$ cat config.mk
export PLATFORM = sky130hd
export DESIGN_NAME = vend_controller
export DESIGN_NICKNAME = d
export VERILOG_FILES = /design/src/rtl/vend_controller.sv
export SDC_FILE = /design/constraint.sdc
export NUM_CORES = 1
export LEC_CHECK = 0
export ABC_CLOCK_PERIOD_IN_PS = 3600
export CORE_MARGIN = 1.5
export CORE_UTILIZATION = 26
export CTS_CLUSTER_DIAMETER = 60
export DETAILED_ROUTE_END_ITERATION = 12
export GPL_ROUTABILITY_DRIVEN = 0
export PLACE_DENSITY = 0.47
export SKIP_CTS_REPAIR_TIMING = 1
export SYNTH_ARGS = -nofsm -noshare
export SYNTH_HDL_FRONTEND = slang
export SYNTH_SLANG_ARGS = --single-unit
$ cat constraint.sdc
create_clock -name clk -period 3.6 [get_ports clk]
set_input_delay 0.36 -clock clk [delete_from_list [all_inputs] [get_ports clk]]
set_output_delay 0.36 -clock clk [all_outputs]
set_load 0.05 [all_outputs]
$ cat src/rtl/vend_controller.sv
// Vending sequencer: latches a product code, accumulates coin credit up to the
// price, pulses dispense once and pays back change/refund one unit per cycle.
module vend_controller #(
  parameter int CREDIT_W    = 4,
  parameter int MAX_CREDIT  = 15,
  parameter int MOEDA_A     = 1,
  parameter int MOEDA_B     = 2,
  parameter int MOEDA_C     = 5,
  parameter int PRECO_REFRI = 3,
  parameter int PRECO_SAL   = 2,
  parameter int PRECO_SUCO  = 4
) (
  input  logic                clk,
  input  logic                rst_n,
  input  logic [3:0]          sel,
  input  logic                sel_valid,
  input  logic                moeda_a,
  input  logic                moeda_b,
  input  logic                moeda_c,
  input  logic                cancel,
  output logic [CREDIT_W-1:0] saldo,
  output logic [3:0]          produto,
  output logic                dispense,
  output logic                troco,
  output logic                coin_reject,
  output logic                sel_err,
  output logic                busy
);

  typedef enum logic [2:0] {IDLE, COLLECT, DISPENSE, CHANGE, REFUND} state_t;

  localparam int SUM_W = CREDIT_W + 1;
  localparam logic [3:0]          COD_REFRI = 4'b1111;
  localparam logic [3:0]          COD_SAL   = 4'b1110;
  localparam logic [3:0]          COD_SUCO  = 4'b1100;
  localparam logic [SUM_W-1:0]    VAL_A     = SUM_W'(MOEDA_A);
  localparam logic [SUM_W-1:0]    VAL_B     = SUM_W'(MOEDA_B);
  localparam logic [SUM_W-1:0]    VAL_C     = SUM_W'(MOEDA_C);
  localparam logic [SUM_W-1:0]    MAX_S     = SUM_W'(MAX_CREDIT);
  localparam logic [CREDIT_W-1:0] UM        = CREDIT_W'(1);

  function automatic logic [CREDIT_W-1:0] preco_de(input logic [3:0] c);
    case (c)
      COD_REFRI: return CREDIT_W'(PRECO_REFRI);
      COD_SAL:   return CREDIT_W'(PRECO_SAL);
      COD_SUCO:  return CREDIT_W'(PRECO_SUCO);
      default:   return '0;
    endcase
  endfunction

  function automatic logic codigo_valido(input logic [3:0] c);
    return (c == COD_REFRI) || (c == COD_SAL) || (c == COD_SUCO);
  endfunction

  state_t              state, state_nx;
  logic [CREDIT_W-1:0] preco, preco_nx, saldo_nx;
  logic [3:0]          produto_nx;
  logic                dispense_nx, troco_nx, coin_reject_nx, sel_err_nx;
  logic                coin_any, coin_multi;
  logic [SUM_W-1:0]    coin_val, soma;

  always_ff @(posedge clk) begin
    if (!rst_n) begin
      state       <= IDLE;
      saldo       <= '0;
      produto     <= '0;
      preco       <= '0;
      dispense    <= 1'b0;
      troco       <= 1'b0;
      coin_reject <= 1'b0;
      sel_err     <= 1'b0;
      busy        <= 1'b0;
    end else begin
      state       <= state_nx;
      saldo       <= saldo_nx;
      produto     <= produto_nx;
      preco       <= preco_nx;
      dispense    <= dispense_nx;
      troco       <= troco_nx;
      coin_reject <= coin_reject_nx;
      sel_err     <= sel_err_nx;
      busy        <= (state_nx != IDLE);
    end
  end

  // The sum is one bit wider than saldo so an overflowing coin is detected, not wrapped.
  always_comb begin
    coin_any   = moeda_a | moeda_b | moeda_c;
    coin_multi = (moeda_a & moeda_b) | (moeda_a & moeda_c) | (moeda_b & moeda_c);
    coin_val   = '0;
    if (moeda_a)      coin_val = VAL_A;
    else if (moeda_b) coin_val = VAL_B;
    else if (moeda_c) coin_val = VAL_C;
    soma = {1'b0, saldo} + coin_val;
  end

  always_comb begin
    state_nx       = state;
    saldo_nx       = saldo;
    produto_nx     = produto;
    preco_nx       = preco;
    dispense_nx    = 1'b0;
    troco_nx       = 1'b0;
    coin_reject_nx = 1'b0;
    sel_err_nx     = 1'b0;
    unique case (state)
      IDLE: begin
        coin_reject_nx = coin_any;
        if (sel_valid) begin
          if (codigo_valido(sel)) begin
            produto_nx = sel;
            preco_nx   = preco_de(sel);
            state_nx   = COLLECT;
          end else begin
            sel_err_nx = 1'b1;
          end
        end
      end
      COLLECT: begin
        if (cancel) begin
          coin_reject_nx = coin_any;
          state_nx       = REFUND;
        end else if (coin_any) begin
          if (coin_multi || (soma > MAX_S)) begin
            coin_reject_nx = 1'b1;
          end else begin
            saldo_nx = soma[CREDIT_W-1:0];
            if (soma >= {1'b0, preco}) state_nx = DISPENSE;
          end
        end
      end
      DISPENSE: begin
        coin_reject_nx = coin_any;
        dispense_nx    = 1'b1;
        saldo_nx       = saldo - preco;
        if (saldo == preco) begin
          produto_nx = '0;
          state_nx   = IDLE;
        end else begin
          state_nx = CHANGE;
        end
      end
      CHANGE, REFUND: begin
        coin_reject_nx = coin_any;
        if (saldo == '0) begin
          produto_nx = '0;
          state_nx   = IDLE;
        end else begin
          troco_nx = 1'b1;
          saldo_nx = saldo - UM;
          if (saldo == UM) begin
            produto_nx = '0;
            state_nx   = IDLE;
          end
        end
      end
      default: state_nx = IDLE;
    endcase
  end

endmodule

Word-level counts from Yosys, hierarchy flattened
Index checks and enable logic that the tools add are counted.
W data, S select, Z words.
Storage, ports and cells
  flip-flop bits (word level): 20
  output and inout bits: 13
  word-level logic and storage cells: 85
Operators by class
  add/subtract/negate cells: 3
  magnitude comparators: 2
  eq/ne operators: 17
  multiplexer cells: 32
  bitwise gates (word level): 7
  reduce and logical (&&, ||, !) cells: 15
Operators by type and width (count)
  $mux W4: 9
  $mux W3: 11
  $pmux W4 S3: 2
  $ne A2 B2 Y1 const B: 7
  $eq A4 B4 Y1 const B: 3
  $pmux W3 S4: 1
  $reduce_and A5 Y1: 2
  $pmux W3 S3: 1
  $reduce_bool A3 Y1: 3
  $eq A3 B2 Y1 const B: 2
  $mux W1: 6
  $reduce_and A3 Y1: 2
  $add A4 B5 Y5: 1
  $ge A5 B4 Y1: 1
  $gt A5 B4 Y1 const B: 1
  $eq A4 B1 Y1 const B: 1
  $eq A4 B4 Y1: 1
  $logic_not A4 Y1: 1
  $or A1 B1 Y1: 4
  $reduce_or A4 Y1: 1
  $sub A4 B1 Y4 const B: 1
  $sub A4 B4 Y4: 1
  $and A1 B1 Y1: 3
  $eq A3 B1 Y1 const B: 1
  8 further kinds: 10

Longest topological paths before layout
  depth after elaboration: 11
  depth in mapped cells: 11
  gate-level depth less buffers: 11

Worst setup path before layout
Ideal clock, no wire load.
  kind: reg-to-reg
  start: register saldo[1]
  end: register state[0]
  setup time: 0.120 ns
  arrival time: 2.423 ns
  path slack: 1.058 ns
  cell stages (with the launch flop): 9
  buffers on the path: 0
  cells stage by stage: dfxtp_1 inv_1 fa_1 inv_1 ha_1 a21oi_1 o221ai_1 a21boi_0 o31a_1
On the way
  word-level cells in the longest chain between the ends: 7
RTL lines
  start, declared: RTL line 21  | output logic [CREDIT_W-1:0] saldo,
  start signal, assigned: RTL line 75  | saldo <= saldo_nx;
  $add A4 B5 Y5: RTL line 94  | soma = {1'b0, saldo} + coin_val;
  $ge A5 B4 Y1 or $gt A5 B4 Y1 (tied branches): RTL line 128, 124
  $mux W3 or $logic_or A1 B1 Y1 (tied branches): RTL line 128, 124
  $mux W3: RTL line 124  | if (coin_multi || (soma > MAX_S)) begin
  $mux W3: RTL line 123  | end else if (coin_any) begin
  $mux W3: RTL line 120  | if (cancel) begin
  $pmux W3 S4 *: RTL line 106  | unique case (state)
  end signal, assigned: RTL line 74  | state <= state_nx;
  end, declared: RTL line 55  | state_t state, state_nx;
Every way passes the cells marked *; elsewhere a longest branch is shown, timed or not.
A chain may end at the register's enable or synchronous reset.

Final worst setup path
  start: input moeda_b
  end: register state[0]
On the way
  word-level cells in the longest chain between the ends: 9
RTL lines
  start, declared: RTL line 18  | input logic moeda_b,
  $mux W3: RTL line 92  | else if (moeda_b) coin_val = VAL_B;
  $mux W3: RTL line 91  | if (moeda_a) coin_val = VAL_A;
  $add A4 B5 Y5: RTL line 94
  $ge A5 B4 Y1 or $gt A5 B4 Y1 (tied branches): RTL line 128, 124
  $mux W3 or $logic_or A1 B1 Y1 (tied branches): RTL line 128, 124
  $mux W3: RTL line 124
  $mux W3 *: RTL line 123
  $mux W3 *: RTL line 120
  $pmux W3 S4 *: RTL line 106
Marked as above.

==> metrics.log <==
INFO  metric timing.slew.headroom = 51.2%
INFO  metric drt_first_pass_iters = 4
INFO  metric final_max_tran_viols = 0
INFO  metric synthMostInstantiatedCell = sky130_fd_sc_hd__dfxtp_1
INFO  metric yosys.cell_types.count = 50
INFO  metric yosysTopAreaCellShare = between 20% and 30%
INFO  metric setup.worst_path.start = moeda_b
INFO  metric worstSetupEndpointType = flip-flop
INFO  metric post_synth.cell_area_avg = slightly above 8 µm²
INFO  metric post_synth_top_area_cell = sky130_fd_sc_hd__dfxtp_1
INFO  metric route.detailed.wl_per_inst = 15.1 µm
INFO  metric design.final.nets = approximately 220
INFO  metric cts_made_buffers = 3
INFO  metric design.die.area = 0.00590 mm²
INFO  metric hold_path_class = flip-flop to flip-flop
INFO  metric crit_type = input port to flip-flop
INFO  metric final.period_utilization = between 70% and 80%
INFO  metric timing.critical_path.buf_inv = 3
INFO  metric max_stage_delay = about 520 ps
INFO  metric sum_of_negative_setup_slack = 0 ps
INFO  metric syn_area = 0.00142 mm²
INFO  metric critPathLaunchType = input port
INFO  metric h-tree-depth = 1
INFO  metric async_set_or_reset_register_ratio_after_synthesis = 0%
INFO  metric placement.io_buffers = 23
INFO  metric antenna-diode-count = 0
INFO  metric synth-edff-count = 0
INFO  metric worstSetupPathDepth = 12
INFO  metric dieHeight = approximately 77 µm
INFO  metric grt_overflow = 0
INFO  metric tritoncts_clock_tree = yes
INFO  metric drv_cap = 0
INFO  metric fin_crit_period = 2760 ps
INFO  metric report.final.setup_viol = 0
INFO  metric tightest_slew = about 730 ps
INFO  metric synth_warnings = 0
INFO  metric clock_insertion_delay_worst_skew = between 200 and 300 ps
INFO  metric dieWidth = 76.8 µm
INFO  metric r2r-end = state[0]
INFO  metric placementRows = 26
INFO  metric critPathTopFamily = adder cells
INFO  metric grt_pass1_wl = roughly 6.5 mm
INFO  metric syn_nets = a little under 200
INFO  metric power_density = between 200 and 300 mW/mm²
INFO  metric placed_cells = between 200 and 300
INFO  metric worstReg2RegStart = saldo[1]
INFO  metric path_cells = clkdlybuf4s50_1 -> nand2b_1 -> nand2b_1 -> ha_1 -> inv_1 -> fa_1 -> inv_1 -> ha_1 -> a21oi_1 -> o221ai_1 -> a21boi_0 -> o31a_1
INFO  metric crit_end = state[0]
INFO  metric floorplan.initialDensity = between 20% and 30%
INFO  metric ff2ff_setup_slack = 1150 ps
INFO  metric synth_seq_cells = 19
INFO  metric cp_max_fo = 4
INFO  metric unrepaired_setup_endpoints_after_global_routing = false
INFO  metric timing.reg2reg.worst_path_depth = 8
INFO  metric design.core.area = between 0.005 and 0.006 mm²
INFO  metric wl = just under 4 mm
INFO  metric detail_route.drc_violations = 0
INFO  metric run_status = complete, no violations
INFO  metric final_cell_count_no_fill = between 200 and 300
INFO  metric synthTopCellsByCount = sky130_fd_sc_hd__dfxtp_1, sky130_fd_sc_hd__inv_1, sky130_fd_sc_hd__nor2_1, sky130_fd_sc_hd__ha_1, sky130_fd_sc_hd__nor3_1
INFO  metric critPathSlowestCell = sky130_fd_sc_hd__fa_1
INFO  metric via_total_after_detailed_routing = approximately 1,400
INFO  metric netlist_top_cells_area = sky130_fd_sc_hd__dfxtp_1, sky130_fd_sc_hd__ha_1, sky130_fd_sc_hd__inv_1
INFO  metric grt_max_degree = 22
INFO  metric clk_path_buf_depth = 2
INFO  metric synth_seq_area_share = between 20% and 30%
INFO  metric filler_cell_count = 548
INFO  metric drt_iter0_markers = 98
INFO  metric post_route_cells_drive_above_1_share = approximately 3.7%
INFO  metric ys_dominant_reg_cell = sky130_fd_sc_hd__dfxtp_1
INFO  metric vias_in_the_first_global_route = 1,296
INFO  metric antenna_left = 0
INFO  metric netlist_instances = between 150 and 200
INFO  metric ioPinCount = 24
INFO  metric final_hold_viol_count = 0
INFO  metric maxClockFrequency = approximately 0.36 GHz
INFO  metric antenna_violations_before_repair = 0
INFO  metric detailedPlacementHpwl = around 3.0 mm
INFO  metric ir_drop = roughly 0.13 mV
INFO  metric layout-area-overhead-vs-synth = 23.1%
INFO  metric leakagePower = roughly 0.72 nW
INFO  metric cp_data_required_time = about 3800 ps
INFO  metric clock-skew-final = 6.14 ps
INFO  metric cts.sink_count = 19
INFO  metric root_buffer = sky130_fd_sc_hd__clkbuf_8
INFO  metric drt-vias-per-instance = between 5 and 6
INFO  metric clk_transition_reported_paths = ~80 ps
INFO  metric critical_path_arrival = around 3000 ps
INFO  metric grt.total_usage = between 10 and 15%
==> power breakdown <==
group          leakage, nW  internal [mW]  switching, mW  total [mW]
clock network       0.0255         0.0772         0.0810       0.158
logic                0.536         0.0453         0.0607       0.106
registers            0.154          0.216        0.00623       0.222
==> state kept, by name, summed over array words and instances (netlist names) <==
register,cells
coin_reject,1
saldo,4
produto,4
sel_err,1
dispense,1
preco,3
busy,1
state,3
troco,1
==> worst min-delay path by stage <==
| stage | cells past startpoint | from | endpoint |
|---|---|---|---|
| 2_1_floorplan | 2 | preco[2] | preco[2] |
| 3_3_place_gp | 2 | produto[1] | produto[1] |
| 3_5_place_dp | 2 | produto[3] | produto[3] |
| 4_1_cts | 2 | produto[2] | produto[2] |
| 5_1_grt | 2 | produto[0] | produto[0] |
| 6_report | 2 | produto[3] | produto[3] |
==> cell usage in the layout (no fill, tap or decap), types with 2 or more instances in the layout <==
master                            count
sky130_fd_sc_hd__a211o_1              3
sky130_fd_sc_hd__a211oi_1             2
sky130_fd_sc_hd__a21oi_1              8
sky130_fd_sc_hd__a22oi_1              2
sky130_fd_sc_hd__a31oi_1              6
sky130_fd_sc_hd__a32oi_1              2
sky130_fd_sc_hd__a41o_1               2
sky130_fd_sc_hd__and3_1               6
sky130_fd_sc_hd__clkbuf_8             3
sky130_fd_sc_hd__clkdlybuf4s50_1     23
sky130_fd_sc_hd__dfxtp_1             19
sky130_fd_sc_hd__fa_1                 2
sky130_fd_sc_hd__ha_1                12
sky130_fd_sc_hd__inv_1               17
sky130_fd_sc_hd__nand2_1              4
sky130_fd_sc_hd__nand2b_1             7
sky130_fd_sc_hd__nor2_1              14
sky130_fd_sc_hd__nor2b_1              4
sky130_fd_sc_hd__nor3_1              12
sky130_fd_sc_hd__nor3b_1              3
sky130_fd_sc_hd__o211a_1              2
sky130_fd_sc_hd__o211ai_1             2
sky130_fd_sc_hd__o21a_1               2
sky130_fd_sc_hd__o21ai_0              5
sky130_fd_sc_hd__o22a_1               2
sky130_fd_sc_hd__xnor2_1              3
==> logic make-up after synthesis <==
logic type / synth area share, %
buffers and inverters: 7.06
xor gates and xnor gates: 1.85
AOI/OAI and AO/OA: 26.8
and+or+nand+nor: 23.2
adders and majority gates: 14.2
DFF: 26.8
==> metrics by stage <==
stage | setup slack (ps) | area (µm²) | hold slack [ps] | utilization [%] | total power, mW
detailed placement | 645 | 1700 | 502 | 32.8 | 0.332
global route | 720 | 1750 | 561 | 33.7 | 0.513
CTS | 899 | 1750 | 524 | 33.7 | 0.489
floorplan | 1060 | 1420 | 471 | - | 0.296
finish | 843 | 1750 | 517 | 33.7 | 0.486
global placement | 738 | 1700 | 498 | 32.8 | 0.332
==> layer usage <==
metal / track usage [%] / wire length (µm)
met1: 18.1 / 1770
met2: 22.9 / 1960
met3: 2.50 / 149
met4: 4.44 / 49
met5: 0 / 0
==> layout make-up <==
type | instances | area, µm² | share of cell area, %
Sequential cell | 19 | 380 | 21.8
Inverter | 17 | 63.8 | 3.66
Clock buffer | 3 | 41.3 | 2.37
Clock inverter | 1 | 5.00 | 0.287
Multi-Input combinational cell | 128 | 937 | 53.7
Timing Repair Buffer | 23 | 230 | 13.2
Tap cell | 70 | 87.6 | 5.02
==> worst register-to-register path: stages (launching register included) <==
cell and delay [ps]:
sky130_fd_sc_hd__dfxtp_1 460, sky130_fd_sc_hd__inv_1 200, sky130_fd_sc_hd__fa_1 620, sky130_fd_sc_hd__inv_1 90, sky130_fd_sc_hd__ha_1 280, sky130_fd_sc_hd__a21oi_1 60
sky130_fd_sc_hd__o221ai_1 250, sky130_fd_sc_hd__a21boi_0 150, sky130_fd_sc_hd__o31a_1 250
Note: power is estimated with default switching activity, not from simulation.
